--- config.mk ---
export PLATFORM = sky130hd
export DESIGN_NAME = char_writer
export DESIGN_NICKNAME = d
export VERILOG_FILES = /design/src/rtl/char_writer.sv
export SDC_FILE = /design/constraint.sdc
export NUM_CORES = 1
export LEC_CHECK = 0
export CORE_UTILIZATION = 27
export DETAILED_ROUTE_END_ITERATION = 8
export SETUP_SLACK_MARGIN = 0.5
export SYNTH_ARGS = -nofsm -noshare
export SYNTH_HDL_FRONTEND = slang
export SYNTH_SLANG_ARGS = --single-unit
--- constraint.sdc ---
create_clock -name px_clk -period 3.6 [get_ports px_clk]
set_input_delay 0.54 -clock px_clk [delete_from_list [all_inputs] [get_ports px_clk]]
set_output_delay 0.54 -clock px_clk [all_outputs]
set_load 0.03 [all_outputs]
--- src/rtl/char_writer.sv ---
// Byte-stream to character-buffer writer: cursor handling, CR/LF/BS decode,
// rotating first-row scrolling with line clear. Optional macro: CHAR_WRITER_AUTOWRAP_EN.
module char_writer #(
   parameter int COLS   = 80,
   parameter int ROWS   = 24,
   parameter int ADDR_W = 11
) (
   input  logic              px_clk,
   input  logic              clr,
   input  logic [7:0]        rx_data,
   input  logic              rx_valid,
   output logic              rx_ready,
   output logic [ADDR_W-1:0] buf_addr,
   output logic [7:0]        buf_din,
   output logic              buf_wen,
   output logic [4:0]        first_row,
   output logic [4:0]        cursor_row,
   output logic [6:0]        cursor_col
);

   typedef enum logic [0:0] {
      ST_IDLE  = 1'b0,
      ST_CLEAR = 1'b1
   } state_t;

   localparam logic [4:0] LAST_ROW = 5'(ROWS - 1);
   localparam logic [6:0] LAST_COL = 7'(COLS - 1);
   localparam logic [5:0] ROWS_W   = 6'(ROWS);

`ifdef CHAR_WRITER_AUTOWRAP_EN
   localparam logic AUTOWRAP = 1'b1;
`else
   localparam logic AUTOWRAP = 1'b0;
`endif

   state_t            state_r;
   state_t            state_nxt_s;
   logic              rx_ready_s;

   logic [ADDR_W-1:0] buf_addr_r;
   logic [7:0]        buf_din_r;
   logic              buf_wen_r;
   logic [4:0]        first_row_r;
   logic [4:0]        cursor_row_r;
   logic [6:0]        cursor_col_r;
   logic [4:0]        clear_line_r;
   logic [6:0]        clear_col_r;

   logic              accept_s;
   logic              is_print_s;
   logic              is_cr_s;
   logic              is_bs_s;
   logic              is_lf_s;
   logic              at_last_col_s;
   logic              wrap_s;
   logic              newline_s;
   logic              scroll_s;
   logic              clear_done_s;
   logic [5:0]        row_sum_s;
   logic [4:0]        phys_s;
   logic [ADDR_W-1:0] cur_addr_s;
   logic [ADDR_W-1:0] clr_addr_s;

   // Byte decode and buffer address generation
   always_comb begin
      accept_s      = rx_valid && (state_r == ST_IDLE);
      is_print_s    = (rx_data >= 8'h20) && (rx_data <= 8'h7E);
      is_cr_s       = (rx_data == 8'h0D);
      is_bs_s       = (rx_data == 8'h08);
      is_lf_s       = (rx_data == 8'h0A);
      at_last_col_s = (cursor_col_r == LAST_COL);
      wrap_s        = accept_s && is_print_s && at_last_col_s && AUTOWRAP;
      newline_s     = (accept_s && is_lf_s) || wrap_s;
      scroll_s      = newline_s && (cursor_row_r == LAST_ROW);
      clear_done_s  = (state_r == ST_CLEAR) && (clear_col_r == LAST_COL);
      row_sum_s     = {1'b0, first_row_r} + {1'b0, cursor_row_r};
      // Modulo by compare/subtract: ROWS need not be a power of two
      if (row_sum_s >= ROWS_W) begin
         phys_s = 5'(row_sum_s - ROWS_W);
      end else begin
         phys_s = row_sum_s[4:0];
      end
      cur_addr_s = ADDR_W'(phys_s) * ADDR_W'(COLS) + ADDR_W'(cursor_col_r);
      clr_addr_s = ADDR_W'(clear_line_r) * ADDR_W'(COLS) + ADDR_W'(clear_col_r);
   end

   // FSM state register
   always_ff @(posedge px_clk or posedge clr) begin
      if (clr) begin
         state_r <= ST_IDLE;
      end else begin
         state_r <= state_nxt_s;
      end
   end

   // FSM next-state logic
   always_comb begin
      state_nxt_s = state_r;
      case (state_r)
         ST_IDLE: begin
            if (scroll_s) begin
               state_nxt_s = ST_CLEAR;
            end else begin
               state_nxt_s = ST_IDLE;
            end
         end
         ST_CLEAR: begin
            if (clear_done_s) begin
               state_nxt_s = ST_IDLE;
            end else begin
               state_nxt_s = ST_CLEAR;
            end
         end
         default: state_nxt_s = ST_IDLE;
      endcase
   end

   // FSM outputs
   always_comb begin
      rx_ready_s = 1'b0;
      case (state_r)
         ST_IDLE:  rx_ready_s = 1'b1;
         ST_CLEAR: rx_ready_s = 1'b0;
         default:  rx_ready_s = 1'b0;
      endcase
   end

   // Cursor, scroll pointer and buffer write port registers
   always_ff @(posedge px_clk or posedge clr) begin
      if (clr) begin
         buf_addr_r   <= '0;
         buf_din_r    <= 8'h00;
         buf_wen_r    <= 1'b0;
         first_row_r  <= 5'd0;
         cursor_row_r <= 5'd0;
         cursor_col_r <= 7'd0;
         clear_line_r <= 5'd0;
         clear_col_r  <= 7'd0;
      end else if (state_r == ST_CLEAR) begin
         buf_wen_r  <= 1'b1;
         buf_addr_r <= clr_addr_s;
         buf_din_r  <= 8'h20;
         if (clear_done_s) begin
            clear_col_r <= 7'd0;
         end else begin
            clear_col_r <= clear_col_r + 7'd1;
         end
      end else if (accept_s) begin
         if (is_print_s) begin
            buf_wen_r  <= 1'b1;
            buf_addr_r <= cur_addr_s;
            buf_din_r  <= rx_data;
            if (!at_last_col_s) begin
               cursor_col_r <= cursor_col_r + 7'd1;
            end else if (wrap_s) begin
               cursor_col_r <= 7'd0;
            end else begin
               cursor_col_r <= LAST_COL;
            end
         end else begin
            buf_wen_r <= 1'b0;
            if (is_cr_s) begin
               cursor_col_r <= 7'd0;
            end else if (is_bs_s && (cursor_col_r != 7'd0)) begin
               cursor_col_r <= cursor_col_r - 7'd1;
            end else begin
               cursor_col_r <= cursor_col_r;
            end
         end
         // Newline: advance the row, or rotate first_row and blank the exposed line
         if (newline_s) begin
            if (cursor_row_r != LAST_ROW) begin
               cursor_row_r <= cursor_row_r + 5'd1;
            end else begin
               clear_line_r <= first_row_r;
               clear_col_r  <= 7'd0;
               if (first_row_r == LAST_ROW) begin
                  first_row_r <= 5'd0;
               end else begin
                  first_row_r <= first_row_r + 5'd1;
               end
            end
         end else begin
            cursor_row_r <= cursor_row_r;
         end
      end else begin
         buf_wen_r <= 1'b0;
      end
   end

   assign rx_ready   = rx_ready_s;
   assign buf_addr   = buf_addr_r;
   assign buf_din    = buf_din_r;
   assign buf_wen    = buf_wen_r;
   assign first_row  = first_row_r;
   assign cursor_row = cursor_row_r;
   assign cursor_col = cursor_col_r;

endmodule

==> out/qor.yml, run 1 <==
timing.final.ws_setup_ps: 146.5
crit_type: "reg -> reg"
p_leak_uw: 0.001981
pre_cts_ws_ps: -7.758
worst_slew_pin_slew_ps: 870.0
yosysMostFrequentCell: "nand2_1"
synth_compound_area_frac: 0.2033
period_needed_ps: 3454
synth_nets: 426
yosysTopAreaCellShare: 0.3573
synth_top_family_by_area: "compound AO/OA/AOI/OAI gates"
cts-hold-fix-buffers: 0
die_h_microns: 115.9
hp-class: "reg -> reg"
status: "complete, no violations"
crit_buf_inv: 1
ys_seq_area_frac: 0.3573
grt_usage: 0.1437
route.detailed.drc: 0
port_buffers: 48
cts.sinks: 50
maxCapViolations: 0
yosysTopAreaCell: "dfrtp_1"
synth_commonest_cells: "55 x nand2_1, 50 x dfrtp_1, 29 x ha_1"
finalNetCount: 488
via_count: 3057
synth_xor_area_frac: 0.04645
hold_ws_ps: 523.7
h-tree-depth: 2
cts_tree: "built"
power_density_nw_per_um2: 402.3
grt_pass1_wl_mm: 15.10
finalWirelength_mm: 9.350
timing.fmax_mhz: 289.6
core_area_sq_um: 12620
ys_warn_count: 0
path_delay_family: "adder cells"
grt_max_degree: 41
die-width_microns: 115.9
finalNonFillerCells: 616
path_cells: "ha_4 -> fa_2 -> nand3_2 -> buf_4 -> a21o_1 -> a211oi_2 -> or2_2 -> ha_1 -> fa_2 -> nand2_4 -> a211oi_4 -> o2bb2ai_2 -> o22a_1 -> o31ai_1"
use_met1: 0.1872
synth_seq_cells: 50
die_area_sq_um: 13430
placed_area_sq_um: 4307
fin_setup_tns_ps: 0
seq_area_sq_um: 1257
synth_simple_gate_area_frac: 0.1947
yosys.area_share.adder: 0.1322
first_pass_iters: 4
grt_util_met2: 0.2476
wl_per_cell_microns: 15.18
synth.area.mux_share: 0.02930
drt_iter0_drc: 143
start_util: 0.2775
root_buffer: "clkbuf_16"
row_count: 41
numCtsBuffers: 5
clk_latency_ps: 300
r2r_setup_slack_ps: 150
async_flop_share: 1.000
dp_hpwl_mm: 6.879
grt_busiest_layer: "met2"
max-slew-margin-rel: 0.4192
antenna_found_initial: 0
num-fill-cells: 1323
synth.area.top_cells: "dfrtp_1 36%, ha_1 10%, nand2_1 5.9%"
path_clk_slew_ps: 80
cts_buffer_depth: 2
area_delta_synth_final_pct: 30.44
synth_ff_type: "dfrtp_1"
grt_pass1_vias: 2988
cp.required_ps: 3800
critPathCaptureType: "flop"
fin_crit_sh: 0.9593
peakVddDrop_v: 0.0002185
dp_cells: 600
crit_arrival_ps: 3660
diodes: 0
crit_path_top_delay_cell: "fa_2"
setup_viol: 0
drive_above_1_share: 0.1599
ant_nets: 0
fin_worst_skew_ps: 10.94
multiInputGateArea_sq_um: 2250
netlist_instances: 381
max_stage_delay_ps: 610
use_met3: 0.02824
fin_area_sq_um: 4568
hold_viol_final: 0
cp_max_fo: 5
drv_slew: 0
synth_area_sq_um: 3502
rsz0062_at_grt: "true"
place_congestion: 0.8592
synth_cell_type_count: 62
grt-ovfl-total: 0
critPathLaunchType: "flop"
crit_top_cell: "fa_2"
ios: 49
syn_avg_cell_area_sq_um: 9.192
via_per_inst: 4.963
synth-edff-count: 0
## metrics by stage
step	total power, uW	utilization
floorplan	1101	-
global placement	1345	0.3413
detailed placement	1349	0.3413
CTS	1857	0.3593
global route	1938	0.3620
finish	1838	0.3620
## area by class of cell
type | count | area share
clock buffer | 5 | 0.02739
clock inverter | 3 | 0.005752
inverter | 17 | 0.01397
multi-input combinational | 301 | 0.4925
sequential | 50 | 0.2753
tap | 172 | 0.04711
timing repair buffer | 68 | 0.1380
## what timing repair did
action,4_1_cts,5_1_grt
setup buffers,7,1
endpoints found under the setup margin,3,3
pin swaps,9,1
resized for setup,4,6
## worst paths after layout
path	cells after the start	to	startpoint
worst max-delay path	14	buf_addr[10]	cursor_row[0]
worst min-delay path	1	buf_din[7]	buf_din[7]
worst max register to register	14	buf_addr[10]	cursor_row[0]
worst min register to register	1	buf_din[7]	buf_din[7]
max in group asynchronous	3	cursor_col[2]	clr
min in group asynchronous	2	clear_line_r[2]	clr
## flip-flops by register name, indices dropped and copies added, names as in the netlist
signal        flops
state_r           1
buf_addr         11
cursor_row        5
first_row         5
clear_line_r      5
buf_din           8
clear_col_r       7
cursor_col        7
buf_wen           1
## power breakdown
part           internal, uW  switching (uW)  leakage, uW
Sequential              634            89.3     0.000634
Clock                   265             234    0.0000748
Combinational           266             350      0.00127
## logic make-up after synthesis
logic type | after synthesis
buf+inv | 30
mux | 10
xor+xnor | 17
fa+ha+maj | 34
compound gates | 109
simple gates | 131
flops | 50
## layout by cell type, fill, tap and decap left out, types with 3 or more instances in the layout
cell type | synthesis | routed
nand2_1 | 55 | 54
clkdlybuf4s50_1 | 0 | 48
dfrtp_1 | 50 | 45
ha_1 | 29 | 25
a21oi_1 | 25 | 23
o21ai_0 | 22 | 20
buf_4 | 1 | 20
nor2_1 | 15 | 15
inv_1 | 16 | 15
o21ai_1 | 13 | 15
xnor2_1 | 13 | 13
nand3_1 | 11 | 10
mux2i_1 | 8 | 8
and3_1 | 6 | 6
nor2b_1 | 5 | 5
nand4_1 | 5 | 5
a31oi_1 | 5 | 5
o31ai_1 | 5 | 5
a21o_1 | 5 | 5
clkbuf_16 | 0 | 5
dfrtp_2 | 0 | 5
a311oi_1 | 4 | 4
and2_1 | 5 | 4
nand2b_1 | 5 | 4
nand4b_1 | 3 | 3
o22ai_1 | 3 | 3
a2bb2oi_2 | 3 | 3
or3_1 | 3 | 3
xor2_1 | 3 | 3
a22oi_1 | 4 | 3
a211oi_2 | 0 | 3
fa_1 | 5 | 3
ha_4 | 0 | 3
## per-layer routing
| layer | vias to the layer above | part of all wire |
|---|---|---|
| li1 | 1498 | - |
| met5 | - | 0 |
| met1 | 1483 | 0.46 |
| met3 | 8 | 0.046 |
| met4 | 0 | 0.0074 |
| met2 | 68 | 0.48 |
Note: power is estimated with default switching activity, not from simulation.
==> run 2: changes to the inputs <==
HOLD_SLACK_MARGIN = 0.12   (was unset)
clock period = 4.21 ns   (was 3.6 ns; I/O delays follow)
==> out/qor.yml, run 2 (synthesis results as in run 1) <==
first_pass_iters: 4  # unchanged
num-fill-cells: 1313  # was 1323
crit_arrival_ps: 3770  # was 3660 ps
clk_latency_ps: 290  # was 300 ps
cts_tree: "built"  # unchanged
r2r_cells: 12  # was 14
path_cells: "ha_4 -> and3_1 -> or3_1 -> a211oi_2 -> or2_2 -> ha_1 -> fa_2 -> nand2_4 -> a211oi_2 -> o2bb2ai_2 -> o22a_1 -> o31ai_1"  # was ha_4 -> fa_2 -> nand3_2 -> buf_4 -> a21o_1 -> a211oi_2 -> or2_2 -> ha_1 -> fa_2 -> nand2_4 -> a211oi_4 -> o2bb2ai_2 -> o22a_1 -> o31ai_1
grt-ovfl-total: 0  # unchanged
fin_setup_tns_ps: 0  # unchanged
cts_buffer_depth: 2  # unchanged
min_to: "buf_din[5]"  # was buf_din[7]
r2r_start: "cursor_row[2]"  # was cursor_row[0]
timing.fmax_mhz: 279.9  # was 289.6 MHz
hold_viol_final: 0  # unchanged
wl_per_cell_microns: 14.92  # was 15.18 microns
die-width_microns: 115.9  # unchanged
via_per_inst: 4.995  # was 4.963
die_h_microns: 115.9  # unchanged
p_sw_uw: 568.5  # was 673.7 uW
max-slew-margin-rel: 0.2787  # was 0.4192
critPathLaunchType: "flop"  # unchanged
seq_area_sq_um: 1256  # was 1257 sq um
numCtsBuffers: 5  # unchanged
r2r-end: "buf_addr[10]"  # unchanged
min_from: "buf_din[5]"  # was buf_din[7]
crit_type: "reg -> reg"  # unchanged
layout_common_cells: "54 x nand2_1, 48 x clkdlybuf4s50_1, 46 x dfrtp_1"  # was 54 x nand2_1, 48 x clkdlybuf4s50_1, 45 x dfrtp_1
use_met3: 0.03243  # was 0.02824
port_buffers: 48  # unchanged
crit_top_cell: "a211oi_2"  # was fa_2
use_met1: 0.1919  # was 0.1872
path_clk_slew_ps: 80  # about the same
p_clk_frac: 0.295  # was 0.271
grt_util_met2: 0.2302  # was 0.2476
p_int_uw: 1052  # was 1164 uW
finalWirelength_mm: 9.026  # was 9.350 mm
drt_iter0_drc: 168  # was 143
diodes: 0  # unchanged
crit_path_top_delay_cell: "fa_2"  # unchanged
setup_viol: 0  # unchanged
period_needed_ps: 3573  # was 3454 ps
fin_crit_sh: 0.8486  # was 0.9593
ios: 49  # unchanged
final_common_cell: "nand2_1"  # unchanged
drive_above_1_share: 0.1270  # was 0.1599
start_util: 0.2775  # unchanged
grt_usage: 0.1411  # was 0.1437
dp_hpwl_mm: 6.561  # was 6.879 mm
largest_reg_flops: 11  # unchanged
root_buffer: "clkbuf_16"  # unchanged
cp_max_fo: 7  # was 5
core_area_sq_um: 12620  # unchanged
route.detailed.drc: 0  # unchanged
cp.required_ps: 4400  # was 3800 ps
cts.sinks: 50  # unchanged
drv_slew: 0  # unchanged
max_stage_delay_ps: 620  # was 610 ps
via_count: 3022  # was 3057
grt_pass1_vias: 2912  # was 2988
area_delta_synth_final_pct: 27.72  # was 30.44%
row_count: 41  # unchanged
rsz0062_at_grt: "false"  # was true
crit_buf_inv: 0  # was 1
maxCapViolations: 0  # unchanged
path_delay_family: "adder cells"  # unchanged
place_congestion: 0.8280  # was 0.8592
finalNetCount: 477  # was 488
ant_nets: 0  # unchanged
peakVddDrop_v: 0.0002643  # was 0.0002185 V
antenna_found_initial: 0  # unchanged
grt_max_degree: 51  # was 41
h-tree-depth: 2  # unchanged
pwr-share-seq: 0.382  # was 0.394
fin_worst_skew_ps: 9.530  # was 10.94 ps
critPathCaptureType: "flop"  # unchanged
fin_total_pwr_uw: 1620  # was 1838 uW
grt_busiest_layer: "met2"  # unchanged
p_comb_frac: 0.323  # was 0.335
p_sw_frac: 0.3509  # was 0.3666
p_leak_uw: 0.001927  # was 0.001981 uW
grt_pass1_wl_mm: 14.77  # was 15.10 mm
multiInputGateArea_sq_um: 2217  # was 2250 sq um
status: "complete, no violations"  # unchanged
hold_depth: 2  # was 1
worst_slew_pin_slew_ps: 1080  # was 870.0 ps
die_area_sq_um: 13430  # unchanged
hp-class: "reg -> reg"  # unchanged
r2r_setup_slack_ps: 640  # was 150 ps
power_density_nw_per_um2: 362.2  # was 402.3 nW/um^2
[run 2: power groups by stage]
stage | registers [uW] | clock network, uW | logic, uW
after floorplan | 726 | 0 | 212
after global placement | 632 | 0 | 511
after detailed placement | 632 | 0 | 514
after CTS | 622 | 484 | 522
after global routing | 628 | 514 | 565
final | 619 | 478 | 523
[run 2: cell type report]
| cell class | instances | area share |
|---|---|---|
| timing repair buffer | 57 | 0.1225 |
| clock buffer | 5 | 0.02797 |
| sequential | 50 | 0.2808 |
| inverter | 17 | 0.01427 |
| clock inverter | 3 | 0.01063 |
| tap | 172 | 0.04811 |
| multi-input combinational | 301 | 0.4957 |
[run 2: worst max path at each step]
stage,startpoint,end,depth (start not counted)
after floorplan,first_row[0],buf_addr[10],14
after global placement,first_row[0],buf_addr[10],14
after detailed placement,first_row[0],buf_addr[10],14
after CTS,first_row[3],buf_addr[10],13
after global routing,first_row[1],buf_addr[10],13
final,cursor_row[2],buf_addr[10],12
[run 2: per-layer routing]
layer  wire length (microns)  part of all wire
met1                    4462              0.49
met2                    4032              0.45
met3                     446             0.049
met4                      84            0.0093
met5                       0                 0
[run 2: stage by stage]
step	hold slack (ps)	worst slack (ps)	cell area, sq um	cells	utilization
after floorplan	471.5	546.3	3505	381	-
after global placement	493.9	435.2	4165	592	0.3301
after detailed placement	492.1	319.0	4165	592	0.3301
after CTS	512.0	518.4	4419	604	0.3502
after global routing	547.2	494.1	4473	605	0.3545
final	508.2	637.5	4473	605	0.3545
[run 2: what timing repair did]
item,in CTS,in global routing
setup buffers,4,1
hold buffers,0,0
pin swaps,3,8
hold endpoints to repair,0,0
endpoints found under the setup margin,2,2
gates resized for setup,11,13
[run 2: worst register-to-register path: stages, from the launching register on]
cell	delay [ps]
dfrtp_1	500
ha_4	270
and3_1	240
or3_1	380
a211oi_2	290
or2_2	180
ha_1	260
fa_2	620
nand2_4	80
a211oi_2	170
o2bb2ai_2	100
o22a_1	180
o31ai_1	220
==> run 3: changes to the inputs <==
clock period = 3.1 ns   (was 4.21 ns; I/O delays follow)
==> out/qor.yml, run 3 (synthesis results as in run 1) <==
p_clk_frac: 0.295  # about the same
finalNetCount: 505  # was 477
peakVddDrop_v: 0.0002516  # was 0.0002643 V
route.detailed.drc: 0  # unchanged
crit_buf_inv: 0  # unchanged
rsz0062_at_grt: "true"  # was false
cts_buffer_depth: 2  # unchanged
antenna_found_initial: 0  # unchanged
drive_above_1_share: 0.2082  # was 0.1270
p_sw_frac: 0.3528  # was 0.3509
ios: 49  # unchanged
status: "finished with violations"  # was complete, no violations
fin_worst_skew_ps: 7.481  # was 9.530 ps
area_delta_synth_final_pct: 37.26  # was 27.72%
power_density_nw_per_um2: 465.6  # was 362.2 nW/um^2
path_cells: "ha_4 -> fa_2 -> nand3_2 -> and3b_1 -> a22oi_2 -> o32ai_2 -> ha_1 -> ha_2 -> fa_2 -> nand2_4 -> a211oi_2 -> o2bb2ai_2 -> o22a_1 -> o31ai_1"  # was ha_4 -> and3_1 -> or3_1 -> a211oi_2 -> or2_2 -> ha_1 -> fa_2 -> nand2_4 -> a211oi_2 -> o2bb2ai_2 -> o22a_1 -> o31ai_1
die-width_microns: 115.9  # unchanged
wl_per_cell_microns: 14.97  # was 14.92 microns
drt_iter0_drc: 120  # was 168
grt_pass1_vias: 3176  # was 2912
largest_reg_flops: 11  # unchanged
die_h_microns: 115.9  # unchanged
p_sw_uw: 789.7  # was 568.5 uW
layout_common_cells: "54 x nand2_1, 48 x clkdlybuf4s50_1, 46 x dfrtp_1"  # unchanged
diodes: 0  # unchanged
grt-ovfl-total: 0  # unchanged
drv_slew: 0  # unchanged
fin_total_pwr_uw: 2238  # was 1620 uW
p_leak_uw: 0.002092  # was 0.001927 uW
grt_max_degree: 37  # was 51
crit_top_cell: "fa_2"  # was a211oi_2
p_int_uw: 1449  # was 1052 uW
num-fill-cells: 1278  # was 1313
crit_path_top_delay_cell: "fa_2"  # unchanged
pwr-share-seq: 0.376  # was 0.382
max_stage_delay_ps: 560  # was 620 ps
start_util: 0.2775  # unchanged
critPathCaptureType: "flop"  # unchanged
violations: "negative setup slack"
cts_tree: "built"  # unchanged
dp_hpwl_mm: 7.092  # was 6.561 mm
hold_viol_final: 0  # unchanged
multiInputGateArea_sq_um: 2325  # was 2217 sq um
cp.required_ps: 3310  # was 4400 ps
fin_crit_sh: 1.101  # was 0.8486
maxCapViolations: 0  # unchanged
row_count: 41  # unchanged
die_area_sq_um: 13430  # unchanged
clk_latency_ps: 300  # was 290 ps
cts.sinks: 50  # unchanged
timing.final.ws_setup_ps: -313.1  # was 637.5 ps
finalWirelength_mm: 9.474  # was 9.026 mm
timing.fmax_mhz: 293.0  # was 279.9 MHz
path_clk_slew_ps: 70  # was 80 ps
first_pass_iters: 4  # unchanged
ant_nets: 0  # unchanged
grt_pass1_wl_mm: 15.77  # was 14.77 mm
critPathLaunchType: "flop"  # unchanged
p_comb_frac: 0.329  # was 0.323
path_delay_family: "adder cells"  # unchanged
core_area_sq_um: 12620  # unchanged
crit_arrival_ps: 3620  # was 3770 ps
cp_max_fo: 5  # was 7
grt_usage: 0.1505  # was 0.1411
hold_ws_ps: 512.5  # was 508.2 ps
port_buffers: 48  # unchanged
via_per_inst: 4.894  # was 4.995
root_buffer: "clkbuf_16"  # unchanged
numCtsBuffers: 5  # unchanged
crit_type: "reg -> reg"  # unchanged
via_count: 3098  # was 3022
period_needed_ps: 3413  # was 3573 ps
worst_slew_pin_slew_ps: 717.4  # was 1080 ps
h-tree-depth: 2  # unchanged
max-slew-margin-rel: 0.5167  # was 0.2787
final_common_cell: "nand2_1"  # unchanged
place_congestion: 0.8427  # was 0.8280
seq_area_sq_um: 1256  # unchanged
setup_viol: 3  # was 0
hp-class: "reg -> reg"  # unchanged
-- run 3: worst min-delay path: stages, from the launching register on --
cell and delay (ps):
dfrtp_1 370, nand2_1 60, nand2_1 50
-- run 3: power groups by stage --
stage                     clock (uW)  sequential, uW  combinational (uW)
after floorplan                    0             986                 292
after global placement             0             854                 707
after detailed placement           0             855                 715
after CTS                        669             843                 723
after global routing             695             860                 802
final                            660             843                 736
-- run 3: final timing paths --
| kind | start | slack, ps | depth (start not counted) | endpoint |
|---|---|---|---|---|
| max in group asynchronous | clr | 2050 | 3 | cursor_col[1] |
| min | clear_line_r[2] | 510 | 2 | clear_line_r[2] |
| max | cursor_row[0] | -310 | 14 | buf_addr[10] |
| max reg2reg | cursor_row[0] | -310 | 14 | buf_addr[10] |
| min reg2reg | clear_line_r[2] | 510 | 2 | clear_line_r[2] |
| min in group asynchronous | clr | 520 | 2 | clear_col_r[6] |
-- run 3: layer usage --
layer	wire, microns	share of wire	track usage
met1	4393	0.46	0.1951
met3	421	0.044	0.02929
met5	0	0	0
met2	4534	0.48	0.2579
met4	124	0.013	0.03504
-- run 3: final cells by class --
| type | instances | area share |
|---|---|---|
| multi-input cells | 301 | 0.4836 |
| clock buffers | 5 | 0.02603 |
| inverters | 17 | 0.01327 |
| repair buffers | 85 | 0.1611 |
| clock inverters | 3 | 0.009891 |
| well taps | 172 | 0.04477 |
| flip-flops and latches | 50 | 0.2613 |
-- run 3: through the flow --
step	setup WS [ps]	area, sq um	utilization	setup TNS [ps]	cells
5_1_grt	-458.5	4807	0.3809	-1087	633
3_5_place_dp	-397.3	4484	0.3553	-812.3	622
4_1_cts	-285.4	4732	0.3750	-574.2	631
3_3_place_gp	-299.9	4484	0.3553	-624.5	622
2_1_floorplan	-395.0	3586	-	-785.2	381
6_report	-313.1	4807	0.3809	-681.1	633
-- run 3: repair_timing --
action                     4_1_cts  5_1_grt
setup buffers                    1        2
hold buffers                     0        0
pin swaps                       11        2
gates resized for setup         13        9
setup endpoints to repair        5        5
